## src/rtl/fetch_unit.sv

```systemverilog
// Sequential instruction fetch with a one-entry skid buffer behind the output register.
// Redirect and reset flush all in-flight and buffered work and restart fetch.
module fetch_unit #(
    parameter logic [31:0] RESET_PC = 32'h0000_0000
) (
    input  logic        clk,
    input  logic        reset,
    input  logic        redirect_valid,
    input  logic [31:0] redirect_pc,
    output logic        imem_en,
    output logic [31:0] imem_addr,
    input  logic [31:0] imem_rdata,
    output logic        valid_out,
    input  logic        ready_out,
    output logic [31:0] pc_out,
    output logic [31:0] instr_out
);
    logic [31:0] pc_req_q, pc_req_d;
    logic [31:0] resp_pc_q, resp_pc_d;
    logic        inflight_q, inflight_d;
    logic        valid_q, valid_d;
    logic [31:0] pc_out_q, pc_out_d;
    logic [31:0] instr_out_q, instr_out_d;
    logic        skid_valid_q, skid_valid_d;
    logic [31:0] skid_pc_q, skid_pc_d;
    logic [31:0] skid_instr_q, skid_instr_d;

    logic       pop;
    logic       out_free;
    logic [1:0] occ;
    logic [1:0] occ_after_pop;

    always_comb begin
        pop           = valid_q && ready_out;
        out_free      = !valid_q || pop;
        occ           = {1'b0, valid_q} + {1'b0, skid_valid_q} + {1'b0, inflight_q};
        occ_after_pop = occ - {1'b0, pop};
        imem_en       = !reset && !redirect_valid && (occ_after_pop < 2'd2);

        pc_req_d     = pc_req_q;
        resp_pc_d    = resp_pc_q;
        inflight_d   = 1'b0;
        valid_d      = valid_q;
        pc_out_d     = pc_out_q;
        instr_out_d  = instr_out_q;
        skid_valid_d = skid_valid_q;
        skid_pc_d    = skid_pc_q;
        skid_instr_d = skid_instr_q;

        if (imem_en) begin
            resp_pc_d  = pc_req_q;
            pc_req_d   = pc_req_q + 32'd4;
            inflight_d = 1'b1;
        end

        // Skid entry always drains ahead of a new arrival so issue order is kept.
        if (out_free) begin
            if (skid_valid_q) begin
                valid_d      = 1'b1;
                pc_out_d     = skid_pc_q;
                instr_out_d  = skid_instr_q;
                skid_valid_d = 1'b0;
            end else if (inflight_q) begin
                valid_d     = 1'b1;
                pc_out_d    = resp_pc_q;
                instr_out_d = imem_rdata;
            end else begin
                valid_d = 1'b0;
            end
        end

        if (inflight_q && !(out_free && !skid_valid_q)) begin
            skid_valid_d = 1'b1;
            skid_pc_d    = resp_pc_q;
            skid_instr_d = imem_rdata;
        end

        if (redirect_valid) begin
            pc_req_d     = redirect_pc;
            inflight_d   = 1'b0;
            valid_d      = 1'b0;
            skid_valid_d = 1'b0;
        end
    end

    always_ff @(posedge clk) begin
        if (reset) begin
            pc_req_q     <= RESET_PC;
            inflight_q   <= 1'b0;
            valid_q      <= 1'b0;
            skid_valid_q <= 1'b0;
            pc_out_q     <= 32'd0;
            instr_out_q  <= 32'd0;
        end else begin
            pc_req_q     <= pc_req_d;
            inflight_q   <= inflight_d;
            valid_q      <= valid_d;
            skid_valid_q <= skid_valid_d;
            pc_out_q     <= pc_out_d;
            instr_out_q  <= instr_out_d;
        end
    end

    // Payload-only registers; their contents are qualified by the flags above.
    always_ff @(posedge clk) begin
        resp_pc_q    <= resp_pc_d;
        skid_pc_q    <= skid_pc_d;
        skid_instr_q <= skid_instr_d;
    end

    assign imem_addr = pc_req_q;
    assign valid_out = valid_q;
    assign pc_out    = pc_out_q;
    assign instr_out = instr_out_q;
endmodule

```

## config.mk

```make
export PLATFORM = sky130hd
export DESIGN_NAME = fetch_unit
export DESIGN_NICKNAME = d
export VERILOG_FILES = /design/src/rtl/fetch_unit.sv
export SDC_FILE = /design/constraint.sdc
export NUM_CORES = 1
export LEC_CHECK = 0
export ABC_AREA = 1
export BUFFER_PORTS_ARGS = -buffer_cell sky130_fd_sc_hd__buf_2
export CAP_MARGIN = 20
export CORE_MARGIN = 4
export CORE_UTILIZATION = 45
export CTS_CLUSTER_SIZE = 24
export DETAILED_ROUTE_END_ITERATION = 7
export GPL_TIMING_DRIVEN = 0
export PLACE_DENSITY = 0.7
export SYNTH_ARGS = -nofsm -noshare
export SYNTH_HDL_FRONTEND = slang
export SYNTH_SLANG_ARGS = --single-unit
```

## constraint.sdc

```tcl
create_clock -name clk -period 5.39 [get_ports clk]
set_input_delay 1.3475 -clock clk [delete_from_list [all_inputs] [get_ports clk]]
set_output_delay 1.3475 -clock clk [all_outputs]
set_load 0.02 [all_outputs]
```

==> Implementation_results.wiki <==
{| class="wikitable"
! Metric !! Value
|-
| Design Area, Final || 9760 um2
|-
| Largest fanout of any net on the critical path || 42
|-
| Fraction of layout cells with a size suffix above 1 || 23.4%
|-
| Static power due to leakage || 3.97 nW
|-
| Kind of cell adding the most delay to the critical path || buffers and inverters
|-
| Slew headroom || 39.4%
|-
| Hold buffers post-CTS || 0
|-
| Post-Syn Area || 8050 um2
|-
| Remaining antenna violation count after routing || 0
|-
| Final Routed Wirelength || 20700 um
|-
| Top flip-flop cell by instance count after synthesis || sky130_fd_sc_hd__dfxtp_1
|-
| Startpoint Class || input port
|-
| Share of flip-flops with an asynchronous set or reset after synthesis || 0%
|-
| Die ar. || 20100 um2
|-
| CTS tree || yes
|-
| Number of warnings issued by yosys || 0
|-
| Count of distinct cell types in the synthesized netlist || 35
|-
| Cells after Synth || 882
|-
| Required time at the worst-slack endpoint || 4040 ps
|-
| Final hold viol count || 0
|-
| Maximum number of pins on one net before global-route repair || 43
|-
| GR Overflow Total || 0
|-
| Post-placement cell area || 9220 um2
|-
| Worst-path cell chain || buf_2 > nand2_1 > inv_1 > ha_1 > inv_1 > ha_1 > nand2_1 > inv_2 > o21bai_4 > nand3_4 > inv_2 > buf_4 > buf_2
|-
| Arrival time worst endpoint || 3460 ps
|-
| Fmax || 208 MHz
|-
| Max-slew violation count || 0
|-
| VDD IR-drop max || 0.211 mV
|-
| Critical-path cell with the highest stage delay || sky130_fd_sc_hd__buf_4
|-
| Largest family of logic cells by synthesized area || simple AND/OR/NAND/NOR gates
|-
| Pre-CTS setup slack || 610 ps
|-
| DR vias || 6643
|-
| H-tree lvl count || 4
|-
| Weighted congestion reported at the end of routability-driven placement || 0.952
|-
| Number of antenna violations at the first check in global routing || 0
|-
| Synthesized net count || 953
|-
| Total global-route track usage || 20.8%
|-
| # setup viols final || 0
|-
| Number of synthesized flops with an enable pin || 96
|-
| Num rows || 48
|-
| Buffers & Inverters on Critical Path || 7
|-
| Number of nets in the layout || 1138
|-
| Crit share post-route || 89.2%
|-
| DP Wirelength || 15100 um
|-
| Multiplexer share of the synthesized area || 0%
|-
| Portion of the post-synthesis area used by sequential elements || 60.4%
|-
| Number of top-level pins || 166
|-
| Final worst setup slack || 582 ps
|-
| I/O Buffers || 164
|-
| Insertion delay to the later sink of the worst-skew pair || 440 ps
|-
| CTS max path bufs || 2
|-
| Crit Path Category || input port to output pin
|-
| Max-capacitance violation count || 0
|-
| Core outline area || 17400 um2
|-
| Wire per inst || 15.9 um
|-
| Length of the first detailed-routing pass in iterations || 5
|-
| Avg Inst Size Synth || 9.13 um2
|-
| Type of element capturing the critical path || output pin
|-
| CTS Root Cell || sky130_fd_sc_hd__clkbuf_16
|-
| Min-Delay Path Class || flop to flop
|-
| Share of the synthesized area in compound gates (AO/OA/AOI/OAI) || 12.5%
|-
| Fin crit period || 4810 ps
|-
| Cells resized by post-CTS repair || 0
|-
| Iteration-0 DRC count of the detailed router || 376
|-
| Global-route wire length before repair || 33000 um
|-
| Status || completed
|-
| Least-Margin Pin Slew || 906 ps
|-
| Simple-gate portion of the synthesized area || 21.2%
|-
| Power per cell area || 329 nW/um2
|-
| Layout overhead on the synthesized area || 21.3%
|-
| Adder-cell share of the synthesized area || 0.466%
|-
| Synthesized flop and latch total || 195
|-
| Inserted Clock Buffers || 17
|-
| Effective utilization at floorplan || 46.2%
|-
| Antenna fix cells || 0
|-
| Number of post-CTS setup repair buffers || 0
|-
| Number of sinks handled by clock tree synthesis || 195
|-
| Max incr delay on CP || 450 ps
|-
| Via density per instance || 5.09
|-
| Vertical die dimension || 142 um
|-
| Die width || 142 um
|-
| Worst Skew || 12.9 ps
|-
| Post-Synth XOR/XNOR Area || 0.544%
|-
| Setup repair after global routing missed its margin || no
|-
| Clk pin slew, worst setup/hold paths || 60 ps
|-
| Vias in the first global route || 6381
|-
| Post-detailed-route DRC marker count || 0
|}
area by class of cell:
class | count | area [um2]
Sequential cell | 195 | 4860
Clock inverter | 13 | 110
Timing Repair Buffer | 166 | 876
Fill cell | 1597 | 7650
Tap cell | 225 | 282
Inverter | 43 | 161
Clock buffer | 19 | 433
Buffer | 50 | 233
Multi-Input combinational cell | 594 | 2800
kinds of logic (layout without fill, tap and decap cells):
kind of cell / count (synthesis) / after routing
and+or+nand+nor: 413 / 413
DFF: 195 / 195
AOI/OAI and AO/OA: 173 / 173
buffers and inverters: 93 / 291
xor gates and xnor gates: 5 / 5
adders and majority gates: 3 / 3
state kept, by name, summed over array words and instances (netlist names):
signal,flops
valid_out,1
skid_valid_q,1
skid_instr_q,32
inflight_q,1
skid_pc_q,32
imem_addr,32
pc_out,32
instr_out,32
resp_pc_q,32
power by group:
group	switching, mW	internal (mW)	total [mW]
combinational	0.221	0.118	0.339
clock	0.553	0.637	1.19
sequential	0.0558	1.63	1.68
stage by stage:
stage	hold slack [ps]	setup TNS (ps)	utilization (%)	std cells	total power, mW
2_1_floorplan	427	0	-	882	1.91
3_3_place_gp	431	-97560	52.6	1271	2.05
3_5_place_dp	441	0	52.9	1273	2.05
4_1_cts	457	0	56.0	1305	3.23
5_1_grt	467	0	56.0	1305	3.34
6_report	453	0	56.0	1305	3.21
layout by cell type, fill, tap and decap left out, types with 2 or more instances in the layout:
cell type,Yosys,final
sky130_fd_sc_hd__nand2_1,271,271
sky130_fd_sc_hd__inv_6,0,3
sky130_fd_sc_hd__a211oi_1,4,4
sky130_fd_sc_hd__edfxtp_1,96,96
sky130_fd_sc_hd__inv_2,5,5
sky130_fd_sc_hd__buf_4,3,3
sky130_fd_sc_hd__nor2_2,18,18
sky130_fd_sc_hd__clkinvlp_4,0,2
sky130_fd_sc_hd__xor2_1,3,3
sky130_fd_sc_hd__buf_1,2,2
sky130_fd_sc_hd__nand3_1,35,35
sky130_fd_sc_hd__nand2_2,2,2
sky130_fd_sc_hd__o21ai_0,51,51
sky130_fd_sc_hd__o21bai_1,2,2
sky130_fd_sc_hd__a21oi_1,18,17
sky130_fd_sc_hd__ha_1,3,3
sky130_fd_sc_hd__a31oi_1,66,66
sky130_fd_sc_hd__nor2_4,3,3
sky130_fd_sc_hd__clkinv_2,0,6
sky130_fd_sc_hd__inv_1,38,38
sky130_fd_sc_hd__nor2_1,75,75
sky130_fd_sc_hd__dfxtp_1,99,99
sky130_fd_sc_hd__buf_2,15,179
sky130_fd_sc_hd__nor3_1,3,3
sky130_fd_sc_hd__xnor2_1,2,2
sky130_fd_sc_hd__buf_16,0,2
sky130_fd_sc_hd__o21ai_1,23,23
sky130_fd_sc_hd__nand4_1,2,2
sky130_fd_sc_hd__clkbuf_1,28,30
sky130_fd_sc_hd__a21oi_2,5,5
sky130_fd_sc_hd__clkbuf_16,0,17
sky130_fd_sc_hd__buf_6,2,2
worst register-to-register path: cells and delay by family, from the launching register on:
| kind | cells | cell delay [ps] |
|---|---|---|
| AO/OA/AOI/OAI | 1 | 130 |
| adder cells (fa/ha/maj) | 2 | 520 |
| buffers and inverters | 6 | 770 |
| flip-flops | 1 | 350 |
| AND/OR/NAND/NOR | 7 | 690 |
layer usage:
layer	track usage, %	wire (um)	vias up
met2	34.0	9680	213
met1	27.8	9330	3056
li1	-	-	3356
met4	6.62	300	0
met3	4.58	1390	18
met5	0	0	-
cell usage after synthesis, types with 18 or more instances:
| cell | count | share of area, % |
|---|---|---|
| sky130_fd_sc_hd__a31oi_1 | 66 | 5.1 |
| sky130_fd_sc_hd__a21oi_1 | 18 | 1.1 |
| sky130_fd_sc_hd__nor2_2 | 18 | 1.4 |
| sky130_fd_sc_hd__nand3_1 | 35 | 2.2 |
| sky130_fd_sc_hd__o21ai_0 | 51 | 3.2 |
| sky130_fd_sc_hd__edfxtp_1 | 96 | 36 |
| sky130_fd_sc_hd__inv_1 | 38 | 1.8 |
| sky130_fd_sc_hd__o21ai_1 | 23 | 1.4 |
| sky130_fd_sc_hd__clkbuf_1 | 28 | 1.3 |
| sky130_fd_sc_hd__dfxtp_1 | 99 | 25 |
| sky130_fd_sc_hd__nand2_1 | 271 | 13 |
| sky130_fd_sc_hd__nor2_1 | 75 | 3.5 |
final timing paths:
path	start	end	slack (ps)	cells past startpoint
worst min register to register	resp_pc_q[9]$_DFFE_PP_	skid_pc_q[9]$_DFFE_PP_	450	0
worst min-delay path	resp_pc_q[9]$_DFFE_PP_	skid_pc_q[9]$_DFFE_PP_	450	0
worst max-delay path	ready_out	imem_en	580	13
worst max register to register	valid_out$_SDFFE_PN0N_	imem_addr[16]$_SDFFE_PP0P_	2850	16
(Power assumes the default switching activity.)
